===== config.mk =====
export PLATFORM = sky130hd
export DESIGN_NAME = score_arbiter
export DESIGN_NICKNAME = d
export VERILOG_FILES = /design/src/rtl/score_arbiter.sv
export SDC_FILE = /design/constraint.sdc
export NUM_CORES = 1
export LEC_CHECK = 0
export CAP_MARGIN = 20
export CORE_MARGIN = 2
export CORE_UTILIZATION = 50
export DETAILED_ROUTE_END_ITERATION = 6
export GPL_ROUTABILITY_DRIVEN = 0
export PLACE_DENSITY = 0.8
export SLEW_MARGIN = 20
export SYNTH_ARGS = -nofsm -noshare
export SYNTH_HDL_FRONTEND = slang
export SYNTH_SLANG_ARGS = --single-unit

===== constraint.sdc =====
create_clock -name i_clock -period 3.8 [get_ports i_clock]
set_input_delay 0.38 -clock i_clock [delete_from_list [all_inputs] [get_ports i_clock]]
set_output_delay 0.38 -clock i_clock [all_outputs]
set_load 0.005 [all_outputs]

===== src/rtl/score_arbiter.sv =====
// Round-robin sequencer that shares the points accumulator among N_REQ scoring sources.
// It keeps a clamped shadow of the running score and sequences clears through acc_rst.
module score_arbiter #(
    parameter int unsigned N_REQ = 4,
    parameter int unsigned PW    = 5
) (
    input  logic                  i_clock,
    input  logic                  i_rst,
    input  logic [N_REQ-1:0]      i_req,
    input  logic [N_REQ*PW-1:0]   i_pts,
    input  logic                  i_clr,
    output logic [N_REQ-1:0]      o_ack,
    output logic                  o_acc_write,
    output logic                  o_acc_addr,
    output logic [PW-1:0]         o_acc_wrdata,
    output logic                  o_acc_rst,
    output logic [PW-1:0]         o_score,
    output logic                  o_ovf,
    output logic                  o_busy
);
    localparam int unsigned   IW        = (N_REQ > 1) ? $clog2(N_REQ) : 1;
    localparam logic [PW-1:0] MAX_SCORE = '1;
    localparam logic [IW-1:0] LAST_IDX  = IW'(N_REQ - 1);

    typedef enum logic [1:0] {S_IDLE, S_WRITE, S_ACK, S_CLEAR} state_t;

    state_t           r_state, w_state_nxt;
    logic [IW-1:0]    r_g, w_g_nxt;
    logic [IW-1:0]    r_ptr, w_ptr_nxt;
    logic [IW-1:0]    w_pick;
    logic [PW-1:0]    r_add, w_add_nxt;
    logic [PW-1:0]    r_score, w_score_nxt;
    logic [PW-1:0]    w_room, w_pts_sel;
    logic             r_clip, w_clip_nxt;
    logic             r_ovf, w_ovf_nxt;
    logic             r_clr_pend, w_clr_pend_nxt;
    logic             w_found;
    logic [N_REQ-1:0] w_ack_oh;
    int unsigned      w_idx;

    // First requester at or after the round-robin pointer, and its points.
    always_comb begin
        w_found   = 1'b0;
        w_pick    = r_ptr;
        w_idx     = 0;
        w_pts_sel = '0;
        for (int k = 0; k < int'(N_REQ); k++) begin
            w_idx = 32'(r_ptr) + 32'(k);
            if (w_idx >= N_REQ) begin
                w_idx = w_idx - N_REQ;
            end
            if (!w_found && i_req[IW'(w_idx)]) begin
                w_found = 1'b1;
                w_pick  = IW'(w_idx);
            end
        end
        for (int i = 0; i < int'(N_REQ); i++) begin
            if (w_pick == IW'(i)) begin
                w_pts_sel = i_pts[i*PW +: PW];
            end
        end
        w_room = MAX_SCORE - r_score;
    end

    always_comb begin
        w_state_nxt    = r_state;
        w_g_nxt        = r_g;
        w_add_nxt      = r_add;
        w_clip_nxt     = r_clip;
        w_ptr_nxt      = r_ptr;
        w_score_nxt    = r_score;
        w_ovf_nxt      = r_ovf;
        w_clr_pend_nxt = r_clr_pend;
        case (r_state)
            S_IDLE: begin
                // A clear always wins over waiting requests; they are served afterwards.
                if (i_clr || r_clr_pend) begin
                    w_state_nxt = S_CLEAR;
                end else if (w_found) begin
                    w_state_nxt = S_WRITE;
                    w_g_nxt     = w_pick;
                    w_clip_nxt  = (w_pts_sel > w_room);
                    w_add_nxt   = w_clip_nxt ? w_room : w_pts_sel;
                end
            end
            S_WRITE: begin
                w_state_nxt    = S_ACK;
                w_score_nxt    = r_score + r_add;
                w_ovf_nxt      = r_ovf | r_clip;
                w_ptr_nxt      = (r_g == LAST_IDX) ? '0 : r_g + IW'(1);
                w_clr_pend_nxt = r_clr_pend | i_clr;
            end
            S_ACK: begin
                w_state_nxt    = S_IDLE;
                w_clr_pend_nxt = r_clr_pend | i_clr;
            end
            S_CLEAR: begin
                w_state_nxt    = S_IDLE;
                w_score_nxt    = '0;
                w_ovf_nxt      = 1'b0;
                w_clr_pend_nxt = i_clr;
            end
            default: begin
                w_state_nxt = S_IDLE;
            end
        endcase
        w_ack_oh          = '0;
        w_ack_oh[w_g_nxt] = 1'b1;
    end

    always_ff @(posedge i_clock or negedge i_rst) begin
        if (!i_rst) begin
            r_state    <= S_IDLE;
            r_g        <= '0;
            r_add      <= '0;
            r_clip     <= 1'b0;
            r_ptr      <= '0;
            r_score    <= '0;
            r_ovf      <= 1'b0;
            r_clr_pend <= 1'b0;
        end else begin
            r_state    <= w_state_nxt;
            r_g        <= w_g_nxt;
            r_add      <= w_add_nxt;
            r_clip     <= w_clip_nxt;
            r_ptr      <= w_ptr_nxt;
            r_score    <= w_score_nxt;
            r_ovf      <= w_ovf_nxt;
            r_clr_pend <= w_clr_pend_nxt;
        end
    end

    // Outputs registered from the next state so they line up with the state they decode.
    always_ff @(posedge i_clock or negedge i_rst) begin
        if (!i_rst) begin
            o_ack        <= '0;
            o_acc_write  <= 1'b0;
            o_acc_addr   <= 1'b0;
            o_acc_wrdata <= '0;
            o_acc_rst    <= 1'b0;
            o_busy       <= 1'b0;
        end else begin
            o_ack        <= (w_state_nxt == S_ACK) ? w_ack_oh : '0;
            o_acc_write  <= (w_state_nxt == S_WRITE);
            o_acc_addr   <= (w_state_nxt == S_WRITE);
            o_acc_wrdata <= (w_state_nxt == S_WRITE) ? w_add_nxt : '0;
            o_acc_rst    <= (w_state_nxt == S_CLEAR);
            o_busy       <= (w_state_nxt != S_IDLE) || w_clr_pend_nxt;
        end
    end

    assign o_score = r_score;
    assign o_ovf   = r_ovf;

endmodule


# Word level (Yosys, flattened, before mapping)
# Index checks and enable logic that the tools add are counted.
[word_totals] output_inout_bits=19 latch_bits=0 register_bits=31 rom_bits=0 ram_bits=0 mem_count=0
[classes] n_addsub=10 mul=0 n_lt_le_gt_ge=11 n_eq_ne=10 mux=42 div_mod_pow=0 reduce_logical=16 bitwise=3 shifts=0
[ops] cell="2-to-1 mux 5 bit" n=9
[ops] cell="2-to-1 mux 2 bit" n=14
[ops] cell="less-than comparator 2 x 3 -> 1 bit (second input constant)" n=5
[ops] cell="== test 2 bit (second input constant)" n=7
[ops] cell="case mux 5 bit (2 select lines)" n=1
[ops] cell=">= comparator 3 bit (second input constant)" n=3
[ops] cell="2-to-1 mux 1 bit" n=9
[ops] cell="binary-select mux 1 bit (select 2 bit)" n=4
[ops] cell="subtractor 2 x 1 -> 2 bit (second input constant)" n=4
[ops] cell="adder 2 x 2 -> 3 bit (second input constant)" n=2
[ops] cell="== test 2 x 1 -> 1 bit (second input constant)" n=3
[ops] cell="case mux 2 bit (3 select lines)" n=1
[ops] cell="adder 5 bit" n=1
[ops] cell="> comparator 5 bit" n=1
[ops] cell="subtractor 5 bit (first input constant)" n=1
[ops] cell="logical AND 1 bit" n=4
[ops] cell="zero test 2 bit" n=2
[ops] cell="2-to-1 mux 4 bit" n=1
[ops] cell="case mux 1 bit (2 select lines)" n=2
[ops] cell="nonzero test 2 bit" n=2
[ops] cell="OR reduction 2 bit" n=2
[ops] cell="adder 2 x 1 -> 3 bit (second input constant)" n=1
[ops] cell=">= comparator 2 x 3 -> 1 bit (second input constant)" n=1
[ops] cell="zero test 1 bit" n=3
[ops] cell="other kinds (7)" n=9

# Logic depth before layout (Yosys ltp)
# Gate-level depths: netlist of run 1.
[depth] depth_word=25 depth_mapped=14

# Worst setup path before layout of run 1
# OpenSTA, ideal clock, no wires.
[synth_path] path_kind="register -> register" startpoint="register r_ptr[1]" endpoint="register o_acc_wrdata[4]" path_buffers=2 setup_ns=0.118 stages_incl_launch_ff=15 arrival_ns=2.702 setup_slack_ns=0.980 period_less_slack_ns=2.820 path_cell_list="dfrtp_1 > nor3b_2 > a2111oi_4 > nor2b_1 > buf_2 > a21oi_1 > a22o_1 > inv_1 > ha_1 > a21o_1 > a21oi_1 > o21ai_0 > clkbuf_1 > nor2_1 > a21o_1"
[synth_between] elab_chain_len=25 word_cells_on_any_way=55 classes_between="add/sub: 7; order compare: 5; eq/ne: 4; mux: 32; reduce/logical: 7"
[synth_rtl] item="start: declaration" line_no="29" rtl="logic [IW-1:0] r_ptr, w_ptr_nxt;"
[synth_rtl] item="start signal: assignment" line_no="126" rtl="r_ptr <= w_ptr_nxt;"
[synth_rtl] item="branches (longest 24 deep; another with adder 2 x 1 -> 3 bit)"
[synth_rtl] item="2-to-1 mux 5 bit *" line_no="146" rtl="o_acc_wrdata <= (w_state_nxt == S_WRITE) ? w_add_nxt : '0;"
[synth_rtl] item="end signal: assignment" line_no="146"
[synth_rtl] item="end: declaration" line_no="15" rtl="output logic [PW-1:0] o_acc_wrdata,"
# Every way passes the cells marked *. The select of a mux whose other input is x is not followed.
# A chain may end at the register's enable or synchronous reset.

# Final worst setup path of run 1
[layout_path] startpoint="input i_req[2]" endpoint="register o_acc_wrdata[0]"
[layout_between] elab_chain_len=23 word_cells_on_any_way=40 classes_between="order compare: 1; eq/ne: 4; mux: 28; reduce/logical: 7"
[layout_rtl] item="start: declaration" line_no="9" rtl="input logic [N_REQ-1:0] i_req,"
[layout_rtl] item="binary-select mux 1 bit (select 2 bit)" line_no="52" rtl="if (!w_found && i_req[IW'(w_idx)]) begin"
[layout_rtl] item="2-to-1 mux 1 bit (implied by the code)" line_no="52"
[layout_rtl] item="2-to-1 mux 1 bit" line_no="52"
[layout_rtl] item="zero test 1 bit" line_no="52"
[layout_rtl] item="logical AND 1 bit" line_no="52"
[layout_rtl] item="2-to-1 mux 1 bit" line_no="52"
[layout_rtl] item="zero test 1 bit" line_no="52"
[layout_rtl] item="logical AND 1 bit" line_no="52"
[layout_rtl] item="(+4 left out)"
[layout_rtl] item="zero test 2 bit" line_no="58" rtl="if (w_pick == IW'(i)) begin"
[layout_rtl] item="2-to-1 mux 5 bit (4 in series)" line_no="58"
[layout_rtl] item="> comparator 5 bit" line_no="82" rtl="w_clip_nxt = (w_pts_sel > w_room);"
[layout_rtl] item="2-to-1 mux 5 bit" line_no="83" rtl="w_add_nxt = w_clip_nxt ? w_room : w_pts_sel;"
[layout_rtl] item="2-to-1 mux 5 bit" line_no="79" rtl="end else if (w_found) begin"
[layout_rtl] item="2-to-1 mux 5 bit" line_no="77" rtl="if (i_clr || r_clr_pend) begin"
[layout_rtl] item="2-to-1 mux 5 bit" line_no="74" rtl="case (r_state)"
[layout_rtl] item="2-to-1 mux 5 bit *" line_no="146"
# Every way passes the cells marked *; elsewhere a longest branch is shown, timed or not. The select of a mux whose other input is x is not followed.

==> results.yml, run 1 <==
synth:
  syn_area_per_cell_um2: 9.79
  synth_compound_area_share_pct: 23.1
  yosys-top-cells-area: "dfrtp_1 39%, ha_1 8.9%, nand2_1 3.4%, nor2_1 3.4%, a21oi_1 3.3%"
  synth_top_family_by_area: "compound AO/OA/AOI/OAI gates"
  synth_xor_area_share_pct: 1.78
  synthAdderAreaFrac_pct: 9.92
  synth.net_count: 243
  synthSimpleGateAreaFrac_pct: 18.1
  synth.distinct_cells: 48
  synthMuxAreaShare_pct: 2.67
  yosysWarnings: 0
  netlist_instances: 201
  synth_top_cell_by_area: "dfrtp_1"
  synth-seq-cells: 31
  synth_top_area_share_pct: 39.4
  yosysSeqAreaShare_pct: 39.4
  synth_area_um2: 1970
outcome:
  status: "complete, no violations"
clock_network:
  cts_resized: 0
  path_clk_slew_ps: 70
  clockRootBuffer: "clkbuf_8"
  cts_setup_buffers: 0
  max-clock-path-buffers: 2
  cts_sinks: 31
  cts_tree: "yes"
  numCtsBuffers: 5
  cts_htree_levels: 2
  clk_latency_ps: 290
  cts_hold_buf: 0
floorplan:
  row_count: 22
  dieArea_um2: 4450
  fp.dieH_um: 66.7
  io_pins: 46
  core_um2: 3720
  die_w_um: 66.7
  start_util_pct: 53.0
detailed_routing:
  antenna_left: 0
  wl_met1_mm: 1.89
  vias_per_cell: 5.52
  drt_wl_total_mm: 4.19
  num_vias: 1628
  wire_per_inst_um: 14.2
  wl_met3_um: 213
  drc_errors: 0
  drtIter0Drc: 108
  top_layer: "met4"
  dr.pass1.iters: 4
  wl_met2_mm: 2.05
grt:
  grt_max_degree: 32
  grt_pass1_vias: 1584
  grt_util_all_layers_pct: 21.5
  antenna_found_initial: 0
  grt_pass1_wl_mm: 7.13
  overflow: 0
worst_setup_path:
  endpoint_kind: "flop"
  worstPathRequired_ps: 4010
  path_class: "in2reg"
  arrival_ps: 3380
  critPathLaunchType: "input port"
  cp_max_fo: 10
final_layout:
  final_common_cell: "clkdlybuf4s50_1"
  final_area_um2: 2520
  diodes: 0
  area_delta_synth_final_pct: 28.0
  layout_common_cells: "45 x clkdlybuf4s50_1, 31 x dfrtp_1, 18 x nor2_1, 18 x nand2_1, 14 x ha_1"
  final_net_count: 289
  drive_above_1_share_pct: 12.1
placement:
  dp_hpwl_mm: 3.11
  dpl-instance-area_um2: 2430
  port_buffers: 45
  dp_slack_ps: 359
hold_path:
  hp-class: "in2async"
sta:
  maxSlewViolCount: 0
  finalSetupViolations: 0
  setup_ws_ps: 632
  fin_crit_sh_pct: 83.4
  skew_ps: 7.18
  fmax_ghz: 0.316
  fin_setup_tns_ps: 0
  rsz0062_at_grt: "false"
  tightest_slew_ps: 773
  slew_headroom_pct: 48.5
  hold_violations: 0
  fin_crit_ps: 3170
power:
  power_leakage_nw: 1.14
  power_density_nw_per_um2: 770
  vdd_drop_max_uv: 386
flow_run:
  maxCapViolations: 0
worst paths after layout:
kind,slack [ps],to,cells past startpoint,from
setup reg to reg,830,o_acc_wrdata[0],10,r_ptr[1]
hold / removal,480,r_add[2],2,i_rst
min in group i_clock,500,r_clip,2,r_clip
max in group asynchronous,3040,o_ack[2],2,i_rst
hold reg to reg,500,r_clip,2,r_clip
setup / recovery,630,o_acc_wrdata[0],11,i_req[2]
metal layers:
metal	vias up	GRT usage (%)
met3	6	7.09
met4	0	6.12
met5	-	0
met1	761	26.9
li1	816	-
met2	45	35.4
sequential cells by signal (all words and copies together) (netlist names):
| name | count |
|---|---|
| r_ptr | 2 |
| o_acc_rst | 1 |
| o_busy | 1 |
| r_state | 2 |
| o_ack | 4 |
| o_acc_addr | 1 |
| r_clip | 1 |
| r_add | 5 |
| o_ovf | 1 |
| r_g | 2 |
| o_acc_wrdata | 5 |
| o_score | 5 |
| r_clr_pend | 1 |
area by class of cell:
type                    instances  area [um^2]
fillers                       290         1200
repair buffers                 48          473
multi-input cells             153         1090
clock buffers                   6         82.6
flip-flops and latches         31          776
clock inverters                 1         5.00
inverters                       8         30.0
well taps                      48         60.1
cell families after synthesis:
kind of cell | Yosys count
simple gates | 67
xor+xnor | 4
flops | 31
compound gates | 62
fa+ha+maj | 15
mux | 5
buf+inv | 17
power breakdown:
part / leakage (nW) / internal, mW / switching (mW)
Combinational: 0.698 / 0.536 / 0.543
Sequential: 0.397 / 0.469 / 0.123
Clock: 0.0470 / 0.142 / 0.127
per-stage QoR:
stage | cells | total power [mW] | utilization (%) | hold WS [ps]
finish | 295 | 1.94 | 67.8 | 483
global route | 295 | 2.12 | 67.8 | 518
CTS | 295 | 1.94 | 67.8 | 497
global placement | 288 | 1.64 | 65.5 | 480
floorplan | 201 | 1.34 | - | 84.4
detailed placement | 288 | 1.67 | 65.5 | 485
cell usage after synthesis, drive strengths merged:
master,count
a2111oi,1
a211o,1
a211oi,2
a21boi,1
a21o,6
a21oi,18
a22o,5
a22oi,1
a31oi,6
a32o,1
a32oi,4
and3,5
buf,7
clkbuf,2
dfrtp,31
fa,1
ha,14
inv,8
mux2,2
mux2i,3
nand2,18
nand3,4
nand3b,1
nor2,19
nor2b,7
nor3,6
nor3b,3
nor4,1
o21a,3
o21ai,12
o21bai,1
or2,1
or2b,1
or3,1
xnor2,3
xor2,1
critical path: stages:
cell,delay (ps)
clkdlybuf4s50_1,600
nor2b_4,230
a2111oi_4,60
nor2b_1,490
a21oi_1,120
a22o_4,270
ha_1,270
and3_1,140
nand3_1,290
a21o_1,360
o21ai_1,180
No activity file was read; power rests on OpenSTA's default activity.
==> run 2, diff against run 1 <==
- CORE_UTILIZATION: 50 -> 45
- PLACE_DENSITY: 0.8 -> 0.76
- clock period: 3.8 -> 2.7 ns (I/O delays scaled with it)
==> run 2 against run 1 <==
Combinational power up 87%. Worst setup slack worse by 600 ps. Largest cell class unchanged. Final cell count is 13% higher. Count of clock-buffer cells in the layout decreased by 1.
==> results.yml, run 2 (synthesis results as in run 1) <==
outcome:
  status: "complete, no violations"
placement:
  port_buffers: 45
  dpl-instance-area_um2: 2660
  dp_hpwl_mm: 3.62
  dp_slack_ps: -419
floorplan:
  die_w_um: 70.1
  fp.dieH_um: 70.1
  row_count: 24
  io_pins: 46
  dieArea_um2: 4920
  core_um2: 4290
  start_util_pct: 45.8
detailed_routing:
  drtIter0Drc: 59
  drt_wl_total_mm: 4.97
  antenna_left: 0
  dr.pass1.iters: 4
  vias_per_cell: 5.40
  num_vias: 1797
  wire_per_inst_um: 14.9
  drc_errors: 0
worst_setup_path:
  endpoint_kind: "flop"
  path_class: "reg2reg"
  rrSetupSlack_ps: 30
  cp_max_fo: 7
  rr_endpoint: "r_add[4]"
  r2r_start: "r_ptr[1]"
  arrival_ps: 2860
  worst_r2r_path_depth: 13
  worstPathRequired_ps: 2890
  critPathLaunchType: "flop"
power:
  power_leakage_nw: 1.33
  power_density_nw_per_um2: 1140
  vdd_drop_max_uv: 754
sta:
  fin_crit_ps: 2670
  tightest_slew_ps: 565
  maxSlewViolCount: 0
  skew_ps: 7.81
  finalSetupViolations: 0
  fin_crit_sh_pct: 98.9
  rsz0062_at_grt: "true"
  setup_ws_ps: 29.7
  fmax_ghz: 0.374
  slew_headroom_pct: 62.3
  hold_violations: 0
clock_network:
  clockRootBuffer: "clkbuf_8"
  cts_htree_levels: 2
  cts_sinks: 31
  max-clock-path-buffers: 2
  numCtsBuffers: 5
  cts_hold_buf: 0
  cts_tree: "yes"
  path_clk_slew_ps: 70
  clk_latency_ps: 300
grt:
  grt_pass1_vias: 1796
  grt_max_degree: 32
  antenna_found_initial: 0
  grt_util_all_layers_pct: 20.9
  grt_pass1_wl_mm: 8.18
  overflow: 0
flow_run:
  maxCapViolations: 0
final_layout:
  final_common_cell: "clkdlybuf4s50_1"
  drive_above_1_share_pct: 28.5
  fill_cells: 346
  diodes: 0
  final_net_count: 322
  area_delta_synth_final_pct: 47.9
  final_area_um2: 2910
  layout_common_cells: "41 x clkdlybuf4s50_1, 32 x buf_4, 31 x dfrtp_1"
hold_path:
  hp-class: "in2async"
run 2: cell count changes in the layout (fill, tap and decap cells not counted), moves of 4 or more:
cell	delta
buf_4	+29
a21oi_2	+6
buf_6	+4
a21oi_1	-6
dlygate4sd2_1	+4
clkdlybuf4s50_1	-4
run 2: area by class of cell:
| cell class | instances | area (um^2) | share of cell area (%) |
|---|---|---|---|
| clock buffers | 5 | 68.8 | 2.36 |
| flip-flops and latches | 31 | 776 | 26.7 |
| clock inverters | 3 | 43.8 | 1.50 |
| inverters | 8 | 30.0 | 1.03 |
| repair buffers | 81 | 731 | 25.1 |
| multi-input cells | 153 | 1200 | 41.1 |
| well taps | 52 | 65.1 | 2.24 |
run 2: where the power goes:
group | switching, mW | internal (mW) | leakage (nW)
combinational | 0.942 | 1.08 | 0.878
clock | 0.193 | 0.275 | 0.0581
sequential | 0.184 | 0.660 | 0.397
run 2: worst max-delay path by stage:
| stage | start | end | slack, ps | depth (start not counted) |
|---|---|---|---|---|
| 2_1_floorplan | r_ptr[1] | r_add[2] | 40 | 14 |
| 3_3_place_gp | i_req[2] | o_acc_wrdata[4] | -330 | 15 |
| 3_5_place_dp | i_req[0] | o_acc_wrdata[4] | -420 | 14 |
| 4_1_cts | r_ptr[1] | o_acc_wrdata[4] | 20 | 13 |
| 5_1_grt | r_ptr[1] | r_add[3] | -120 | 12 |
| 6_report | r_ptr[1] | r_add[4] | 30 | 13 |
run 2: metal layers:
metal | GRT usage (%) | wire [um]
met1 | 25.8 | 2190
met2 | 36.4 | 2480
met3 | 5.19 | 184
met4 | 5.34 | 115
met5 | 0 | 0
run 2: critical path: stages (launching register included):
cell and delay (ps):
dfrtp_1 430, buf_6 150, nor3b_4 140, o21a_2 270, buf_4 170, a21oi_1 160, a22o_1 180, inv_1 50
ha_1 310, nand2_1 110, o21ai_2 80, buf_6 140, a22o_1 200, a21o_1 150
run 2: what timing repair did:
item,CTS,global route
gates resized for setup,13,15
pin swaps,9,15
endpoints found under the setup margin,10,10
buffers inserted,1,3
run 2: through the flow:
step	setup TNS (ps)	hold slack, ps	power (mW)	util [%]	instances
3_3_place_gp	-3030	480	2.54	61.8	321
6_report	0	361	3.33	67.8	333
5_1_grt	-857	410	3.58	67.8	333
4_1_cts	0	375	3.18	65.6	330
2_1_floorplan	0	-25.6	1.89	-	201
3_5_place_dp	-3780	476	2.59	61.8	321
==> run 3, diff against run 2 <==
- CTS_CLUSTER_SIZE: not set -> 10
==> results of run 3 <==
Same layout as run 2: the final DEF is identical, and so are final timing and power.
